--- src/rtl/pwm_cap_pkg.sv ---
// Shared types and default widths for the PWM duty-cycle capture block.
// Latency: n/a (types and constants only).
// Backpressure: n/a.
package pwm_cap_pkg;

    // Measurement FSM: idle until the first rising edge, then measure continuously.
    typedef enum logic {
        IDLE    = 1'b0,
        MEASURE = 1'b1
    } cap_state_e;

    localparam int CNT_W_DEF  = 16;
    localparam int DUTY_W_DEF = 8;

endpackage

--- src/rtl/pwm_duty_capture_if.sv ---
// Result bundle of the PWM capture block: duty/period/high results plus status strobes.
// Latency: n/a (wires only).
// Backpressure: none; valid and overrun are single-cycle pulses, results hold until replaced.
// master: result producer (capture block)  slave: result consumer
interface pwm_duty_capture_if
    import pwm_cap_pkg::*;
#(
    parameter int CNT_W  = CNT_W_DEF,
    parameter int DUTY_W = DUTY_W_DEF
);
    logic [DUTY_W-1:0] duty_out;    // floor(high * 2^DUTY_W / period)
    logic [CNT_W-1:0]  period_out;  // last measured period, cycles
    logic [CNT_W-1:0]  high_out;    // last measured high time, cycles
    logic              valid;       // results updated this cycle
    logic              busy;        // divider running
    logic              stuck;       // last result came from a timeout
    logic              overrun;     // capture dropped, divider was busy

    modport master (output duty_out, period_out, high_out, valid, busy, stuck, overrun);
    modport slave  (input  duty_out, period_out, high_out, valid, busy, stuck, overrun);
endinterface

--- src/rtl/pwm_seq_divider.sv ---
// Sequential restoring divider producing floor((h_i << DUTY_W) / p_i) for h_i < p_i.
// Latency: DUTY_W cycles from start_i to done_o (done_o is high in the last busy cycle).
// Backpressure: start_i is ignored while busy_o is high; caller must check busy_o.
// Ports: clk, rst_n (sync, active-low), start_i/h_i/p_i in, busy_o/done_o/quo_o out.
module pwm_seq_divider #(
    parameter int DUTY_W = 8,
    parameter int CNT_W  = 16
) (
    input  logic              clk,
    input  logic              rst_n,
    input  logic              start_i,
    input  logic [CNT_W-1:0]  h_i,
    input  logic [CNT_W-1:0]  p_i,
    output logic              busy_o,
    output logic              done_o,
    output logic [DUTY_W-1:0] quo_o
);
    localparam int IW = (DUTY_W > 1) ? $clog2(DUTY_W) : 1;

    logic              busy_q;
    logic [IW-1:0]     iter_q;
    logic [CNT_W-1:0]  rem_q;
    logic [CNT_W-1:0]  div_q;
    logic [DUTY_W-1:0] quo_q;

    logic [CNT_W:0]    rem_sh;
    logic [CNT_W-1:0]  rem_sub;
    logic [CNT_W-1:0]  rem_d;
    logic              q_bit;

    // The dividend is h << DUTY_W, so the remainder simply starts at h and a
    // zero is shifted in each step. h < p keeps the remainder below p throughout.
    always_comb begin
        rem_sh  = {rem_q, 1'b0};
        q_bit   = (rem_sh >= {1'b0, div_q});
        // Modular subtract is exact here: the true difference is below div_q.
        rem_sub = rem_sh[CNT_W-1:0] - div_q;
        rem_d   = q_bit ? rem_sub : rem_sh[CNT_W-1:0];
    end

    always_ff @(posedge clk) begin
        if (!rst_n) begin
            busy_q <= 1'b0;
            iter_q <= '0;
            rem_q  <= '0;
            div_q  <= '0;
            quo_q  <= '0;
        end else if (busy_q) begin
            rem_q  <= rem_d;
            quo_q  <= {quo_q[DUTY_W-2:0], q_bit};
            iter_q <= iter_q + IW'(1);
            if (iter_q == IW'(DUTY_W - 1)) begin
                busy_q <= 1'b0;
            end
        end else if (start_i) begin
            busy_q <= 1'b1;
            iter_q <= '0;
            rem_q  <= h_i;
            div_q  <= p_i;
            quo_q  <= '0;
        end
    end

    assign busy_o = busy_q;
    assign done_o = busy_q && (iter_q == IW'(DUTY_W - 1));
    assign quo_o  = {quo_q[DUTY_W-2:0], q_bit};

endmodule

--- src/rtl/pwm_duty_capture.sv ---
// Measures period and high time of an async PWM input and reports duty on the generator's scale.
// Latency: valid SYNC_STAGES+DUTY_W+1 cycles after the pwm_in rise that closes a period.
// Backpressure: none; a capture arriving while the divider is busy is dropped with an overrun pulse.
// Ports: clk, rst_n (sync, active-low), pwm_in (async), cap (result bundle, master side).
module pwm_duty_capture
    import pwm_cap_pkg::*;
#(
    parameter int CNT_W       = CNT_W_DEF,
    parameter int DUTY_W      = DUTY_W_DEF,
    parameter int SYNC_STAGES = 2
) (
    input  logic               clk,
    input  logic               rst_n,
    input  logic               pwm_in,
    pwm_duty_capture_if.master cap
);
    localparam logic [CNT_W-1:0] CNT_MAX = '1;

    logic [SYNC_STAGES-1:0] sync_q;
    logic                   s_d_q;
    logic                   s;
    logic                   rise;

    cap_state_e        state_q, state_d;
    logic [CNT_W-1:0]  period_q, period_d;
    logic [CNT_W-1:0]  high_q, high_d;
    logic              start;
    logic              ovr_d;
    logic              timeout;

    logic              div_busy;
    logic              div_done;
    logic [DUTY_W-1:0] div_quo;

    logic [CNT_W-1:0]  cap_p_q, cap_h_q;
    logic [DUTY_W-1:0] duty_q;
    logic [CNT_W-1:0]  per_out_q, high_out_q;
    logic              stuck_q, valid_q, ovr_q;

    // Both edges come out of the same synchronizer, so their delays cancel and
    // the measured period and high time are exact.
    assign s    = sync_q[SYNC_STAGES-1];
    assign rise = s & ~s_d_q;

    always_ff @(posedge clk) begin
        if (!rst_n) begin
            sync_q <= '0;
            s_d_q  <= 1'b0;
        end else begin
            sync_q <= {sync_q[SYNC_STAGES-2:0], pwm_in};
            s_d_q  <= s;
        end
    end

    always_ff @(posedge clk) begin
        if (!rst_n) begin
            state_q  <= IDLE;
            period_q <= '0;
            high_q   <= '0;
        end else begin
            state_q  <= state_d;
            period_q <= period_d;
            high_q   <= high_d;
        end
    end

    always_comb begin
        state_d  = state_q;
        period_d = period_q;
        high_d   = high_q;
        start    = 1'b0;
        ovr_d    = 1'b0;
        timeout  = 1'b0;
        case (state_q)
            IDLE: begin
                if (rise) begin
                    period_d = CNT_W'(1);
                    high_d   = CNT_W'(1);
                    state_d  = MEASURE;
                end
            end
            MEASURE: begin
                if (rise) begin
                    // Counters restart on every rise whether or not the sample is kept.
                    period_d = CNT_W'(1);
                    high_d   = CNT_W'(1);
                    if (div_busy) begin
                        ovr_d = 1'b1;
                    end else begin
                        start = 1'b1;
                    end
                end else begin
                    if (period_q == CNT_MAX) begin
                        // Deferred while dividing so the two valids never collide.
                        if (!div_busy) begin
                            timeout = 1'b1;
                            state_d = IDLE;
                        end
                    end else begin
                        period_d = period_q + CNT_W'(1);
                    end
                    if (s && (high_q != CNT_MAX)) begin
                        high_d = high_q + CNT_W'(1);
                    end
                end
            end
        endcase
    end

    pwm_seq_divider #(
        .DUTY_W (DUTY_W),
        .CNT_W  (CNT_W)
    ) u_div (
        .clk     (clk),
        .rst_n   (rst_n),
        .start_i (start),
        .h_i     (high_q),
        .p_i     (period_q),
        .busy_o  (div_busy),
        .done_o  (div_done),
        .quo_o   (div_quo)
    );

    // div_done needs busy and timeout needs !busy, so they never coincide.
    always_ff @(posedge clk) begin
        if (!rst_n) begin
            cap_p_q    <= '0;
            cap_h_q    <= '0;
            duty_q     <= '0;
            per_out_q  <= '0;
            high_out_q <= '0;
            stuck_q    <= 1'b0;
            valid_q    <= 1'b0;
            ovr_q      <= 1'b0;
        end else begin
            valid_q <= 1'b0;
            ovr_q   <= ovr_d;
            if (start) begin
                cap_p_q <= period_q;
                cap_h_q <= high_q;
            end
            if (div_done) begin
                duty_q     <= div_quo;
                per_out_q  <= cap_p_q;
                high_out_q <= cap_h_q;
                stuck_q    <= 1'b0;
                valid_q    <= 1'b1;
            end else if (timeout) begin
                duty_q     <= {DUTY_W{s}};
                per_out_q  <= '0;
                high_out_q <= '0;
                stuck_q    <= 1'b1;
                valid_q    <= 1'b1;
            end
        end
    end

    assign cap.duty_out   = duty_q;
    assign cap.period_out = per_out_q;
    assign cap.high_out   = high_out_q;
    assign cap.stuck      = stuck_q;
    assign cap.busy       = div_busy;
    // Strobes are masked while reset is held so they never overlap a reset cycle.
    assign cap.valid      = valid_q & rst_n;
    assign cap.overrun    = ovr_q & rst_n;

endmodule

--- src/flat_wrapper.sv ---
// flat-port wrapper written by rule: the top's interface ports become plain ports
module pwm_duty_capture_flat import pwm_cap_pkg::*;
#(
    parameter int CNT_W       = CNT_W_DEF,
    parameter int DUTY_W      = DUTY_W_DEF,
    parameter int SYNC_STAGES = 2
)
  (clk, rst_n, pwm_in, cap_duty_out, cap_period_out, cap_high_out, cap_valid, cap_busy, cap_stuck, cap_overrun);
  pwm_duty_capture_if #(.CNT_W(CNT_W), .DUTY_W(DUTY_W)) cap_i ();
  input  logic clk;
  input  logic rst_n;
  input  logic pwm_in;
  output wire logic [$bits(cap_i.duty_out)-1:0] cap_duty_out;
  output wire logic [$bits(cap_i.period_out)-1:0] cap_period_out;
  output wire logic [$bits(cap_i.high_out)-1:0] cap_high_out;
  output wire logic [$bits(cap_i.valid)-1:0] cap_valid;
  output wire logic [$bits(cap_i.busy)-1:0] cap_busy;
  output wire logic [$bits(cap_i.stuck)-1:0] cap_stuck;
  output wire logic [$bits(cap_i.overrun)-1:0] cap_overrun;
  assign cap_duty_out = cap_i.duty_out;
  assign cap_period_out = cap_i.period_out;
  assign cap_high_out = cap_i.high_out;
  assign cap_valid = cap_i.valid;
  assign cap_busy = cap_i.busy;
  assign cap_stuck = cap_i.stuck;
  assign cap_overrun = cap_i.overrun;
  pwm_duty_capture #(.CNT_W(CNT_W), .DUTY_W(DUTY_W), .SYNC_STAGES(SYNC_STAGES)) u_core (.clk(clk), .rst_n(rst_n), .pwm_in(pwm_in), .cap(cap_i));
endmodule
--- config.mk ---
export PLATFORM = sky130hd
export DESIGN_NAME = pwm_duty_capture_flat
export DESIGN_NICKNAME = d
export VERILOG_FILES = /design/src/rtl/pwm_cap_pkg.sv /design/src/rtl/pwm_duty_capture_if.sv /design/src/rtl/pwm_seq_divider.sv /design/src/rtl/pwm_duty_capture.sv /design/src/flat_wrapper.sv
export SDC_FILE = /design/constraint.sdc
export NUM_CORES = 1
export LEC_CHECK = 0
export BUFFER_PORTS_ARGS = -buffer_cell sky130_fd_sc_hd__buf_2
export CAP_MARGIN = 20
export CORE_UTILIZATION = 30
export CTS_BUF_LIST = sky130_fd_sc_hd__clkbuf_8
export DETAILED_ROUTE_END_ITERATION = 12
export PLACE_DENSITY_LB_ADDON = 0.05
export SKIP_LAST_GASP = 1
export SYNTH_ARGS = -nofsm -noshare
export SYNTH_HDL_FRONTEND = slang
export SYNTH_SLANG_ARGS = --single-unit
export TNS_END_PERCENT = 5
--- constraint.sdc ---
create_clock -name clk -period 2.5 [get_ports clk]
set_clock_uncertainty 0.2 [all_clocks]
set_input_delay 0.75 -clock clk [delete_from_list [all_inputs] [get_ports clk]]
set_output_delay 0.75 -clock clk [all_outputs]
set_load 0.01 [all_outputs]
==> impl_metrics.csv <==
group,metric,value,unit
outcome,status,"completed",
floorplanning,start_util,31.0,%
synth,syn_nets,823,
power,clkPwrFrac,41.3,%
cells_and_area,multiInputGateArea,0.00359,sq mm
synth,synthesis.area,0.00684,sq mm
floorplanning,die_w,153,um
placed_design,port_buffers,46,
clock_tree,numCtsBuffers,17,
power,p_int,3.37,mW
floorplanning,die_area,0.0234,sq mm
worst_setup_path,cp-end-kind,"flip-flop",
worst_setup_path,cp.arrival,2.56,ns
cells_and_area,syn_to_final_growth,19.1,%
placed_design,place_ws,-0.000258,ns
clock_tree,htreeDepth,4,
clock_tree,cts-root-buf,"clkbuf_8",
synth,syn_avg_cell_area,8.56,sq um
timing,fmax,411,MHz
drt,vias,5811,
timing,period_share,97.3,%
worst_setup_path,crit_required,2.63,ns
synth,synthCells,799,
timing,rsz0062_at_grt,"yes",
timing,worstMarginPinSlew,0.697,ns
synth,yosysTopAreaCellShare,45.1,%
cells_and_area,fin_util,36.9,%
power,p_sw,1.15,mW
drt,wl_per_cell,16.9,um
clock_tree,cts_tree,"yes",
timing,layout_min_cycle_time,2.43,ns
synth,yosys-top-cells-area,"dfxtp_1 45%, nand2_1 7.8%, a21boi_0 6.3%, ha_1 3.7%, a22oi_1 3.5%",
synth,yosys-top-cells-count,"154 x dfxtp_1, 143 x nand2_1, 57 x a21boi_0",
placed_design,placed_cell_area,0.00761,sq mm
synth,synth.most_common_cell,"dfxtp_1",
synth,synth_edf_count,0,
global_route,globalRouteMet3Util,3.69,%
synth,synthFlopType,"dfxtp_1",
cells_and_area,fin_nets,888,
power,combPwrFrac,4.1,%
synth,yosys_warnings,0,
worst_setup_path,crit_type,"reg2reg",
clock_tree,hold_buffers,0,
worst_hold_path,min_path_type,"reg2reg",
global_route,top_usage_layer,"met2",
synth,synth.distinct_cells,53,
global_route,grt.met2_usage,27.0,%
power,ir_drop,0.304,mV
floorplanning,rows,54,
timing,setup_ws,0.0687,ns
placed_design,hpwl,13.9,mm
drt,dr.first_iter.drc_count,320,
drt,ant_nets,0,
global_route,grt_max_degree,89,
power,p_leak,3.08,nW
flow_run,drv_cap,0,
worst_setup_path,path_cells,"inv_1 > ha_1 > and3_4 > nand2_1 > o221a_2 > o21a_4 > o21ai_4 > buf_12 > buf_4 > mux2i_1 > o22ai_1",
floorplanning,die_y,153,um
drt,drt_first_pass_iters,4,
cells_and_area,n_fill_cell,2293,
worst_setup_path,max_stage_delay,0.35,ns
placed_design,gp_congestion,0.837,
power,swShare,25.5,%
synth,yosys_register_bits,154,
global_route,antenna_found_initial,1,
timing,hold_viol,0,
clock_tree,max-clock-path-buffers,2,
floorplanning,pin_count,47,
cells_and_area,drive_gt1_share,17.4,%
timing,setup_viol,0,
power,total_power,4.52,mW
clock_tree,clk_latency,0.46,ns
worst_setup_path,slowest_stage,"dfxtp_1",
cells_and_area,diodes,0,
drt,routed_wl,19.5,mm
global_route,grt_use_met1,24.4,%
cells_and_area,seq_area,0.00309,sq mm
worst_setup_path,critPathBufInv,3,
drt,drc,0,
timing,finalMaxSlewViolations,0,
timing,slew_headroom,53.4,%
synth,async_flop_share,0,%
global_route,grtUsageTotal,17.2,%
worst_setup_path,critPathLaunchType,"flip-flop",
synth,synth_area_leader_cell,"dfxtp_1",
cells_and_area,fin_area,0.00815,sq mm
global_route,grt_first_pass_wirelength,31.3,mm
drt,viasPerCell,5.02,
global_route,grt_remaining_overflow,0,
power,pwr-share-seq,54.5,%
worst_setup_path,r2r_setup_slack,0.07,ns
worst_setup_path,path_delay_family,"compound AO/OA/AOI/OAI gates",
global_route,grt_pass1_vias,5607,
power,powerDensity,555,mW/mm^2
clock_tree,path_clk_slew,0.09,ns
clock_tree,clkSinkCount,154,
synth,yosysSeqAreaShare,45.1,%
worst_setup_path,cp_max_fo,6,
floorplanning,core_area,0.0221,sq mm
==> area by class of cell <==
class | instances | area share (%)
clock buffer | 18 | 3.04
clock inverter | 14 | 1.67
tap | 280 | 4.30
sequential | 154 | 37.9
inverter | 27 | 1.24
timing repair buffer | 90 | 7.74
multi-input combinational | 574 | 44.1
==> path summary, 6_finish.rpt <==
check | start | endpoint | cells past startpoint
worst max register to register | u_core.u_div.div_q[12] | u_core.u_div.rem_q[3] | 11
worst max-delay path | u_core.u_div.div_q[12] | u_core.u_div.rem_q[3] | 11
worst min-delay path | u_core.sync_q[0] | u_core.sync_q[1] | 1
worst min register to register | u_core.sync_q[0] | u_core.sync_q[1] | 1
==> layer usage <==
metal	wire, um	part of all wire, %
met1	9760	50
met2	8920	46
met3	701	3.6
met4	126	0.65
met5	0	0
==> repair_timing <==
action	in CTS	in global routing
setup endpoints to repair	3	11
hold endpoints to repair	0	0
cloned	0	0
buffers inserted	1	6
gates resized for setup	0	27
pin swaps	0	9
==> flip-flops by register name, indices dropped and copies added, names as in the netlist, 2 cells and up <==
name                   cells
u_core.cap.duty_out        8
u_core.cap.high_out       16
u_core.cap.period_out     16
u_core.cap_h_q            16
u_core.cap_p_q            16
u_core.high_q             16
u_core.period_q           16
u_core.sync_q              2
u_core.u_div.div_q        16
u_core.u_div.iter_q        3
u_core.u_div.quo_q         7
u_core.u_div.rem_q        16
==> power groups by stage <==
stage	sequential [mW]	combinational, mW	clock [mW]
after floorplan	2.52	0.120	0
after detailed placement	2.52	0.177	0
after CTS	2.47	0.180	1.94
after global placement	2.52	0.176	0
final	2.47	0.187	1.87
after global routing	2.47	0.204	2.07
==> cell usage in the layout (no fill, tap or decap), types with 13 or more instances in the layout <==
master,n
buf_4,38
nor2_1,50
a21boi_0,57
xor2_1,13
inv_1,24
a22oi_1,32
buf_2,46
ha_1,16
xnor2_1,18
dfxtp_1,149
clkbuf_8,18
o21ai_0,27
nor2b_1,22
nand2_1,142
a21oi_1,37
and2_1,16
nand3_1,19
==> cell families after synthesis <==
family / Yosys count / share of synthesized area [%]
AOI/OAI and AO/OA: 215 / 21.7
xor gates and xnor gates: 31 / 3.97
adders and majority gates: 21 / 3.95
buffers and inverters: 71 / 4.08
DFF: 154 / 45.1
muxes: 12 / 1.76
and+or+nand+nor: 295 / 19.5
==> through the flow <==
step / TNS [ns] / hold slack [ns] / instances
floorplan: 0 / 0.212 / 799
CTS: 0 / 0.240 / 1151
finish: 0 / 0.238 / 1157
global route: -0.0896 / 0.273 / 1157
detailed placement: -0.000258 / 0.217 / 1118
global placement: 0 / 0.225 / 1118
==> worst reg2reg max path: stages (launching register included) <==
cell	delay [ns]
dfxtp_1	0.35
inv_1	0.05
ha_1	0.30
and3_4	0.21
nand2_1	0.09
o221a_2	0.25
o21a_4	0.13
o21ai_4	0.21
buf_12	0.15
buf_4	0.12
mux2i_1	0.18
o22ai_1	0.09
Power figures use the tool's default switching activity.
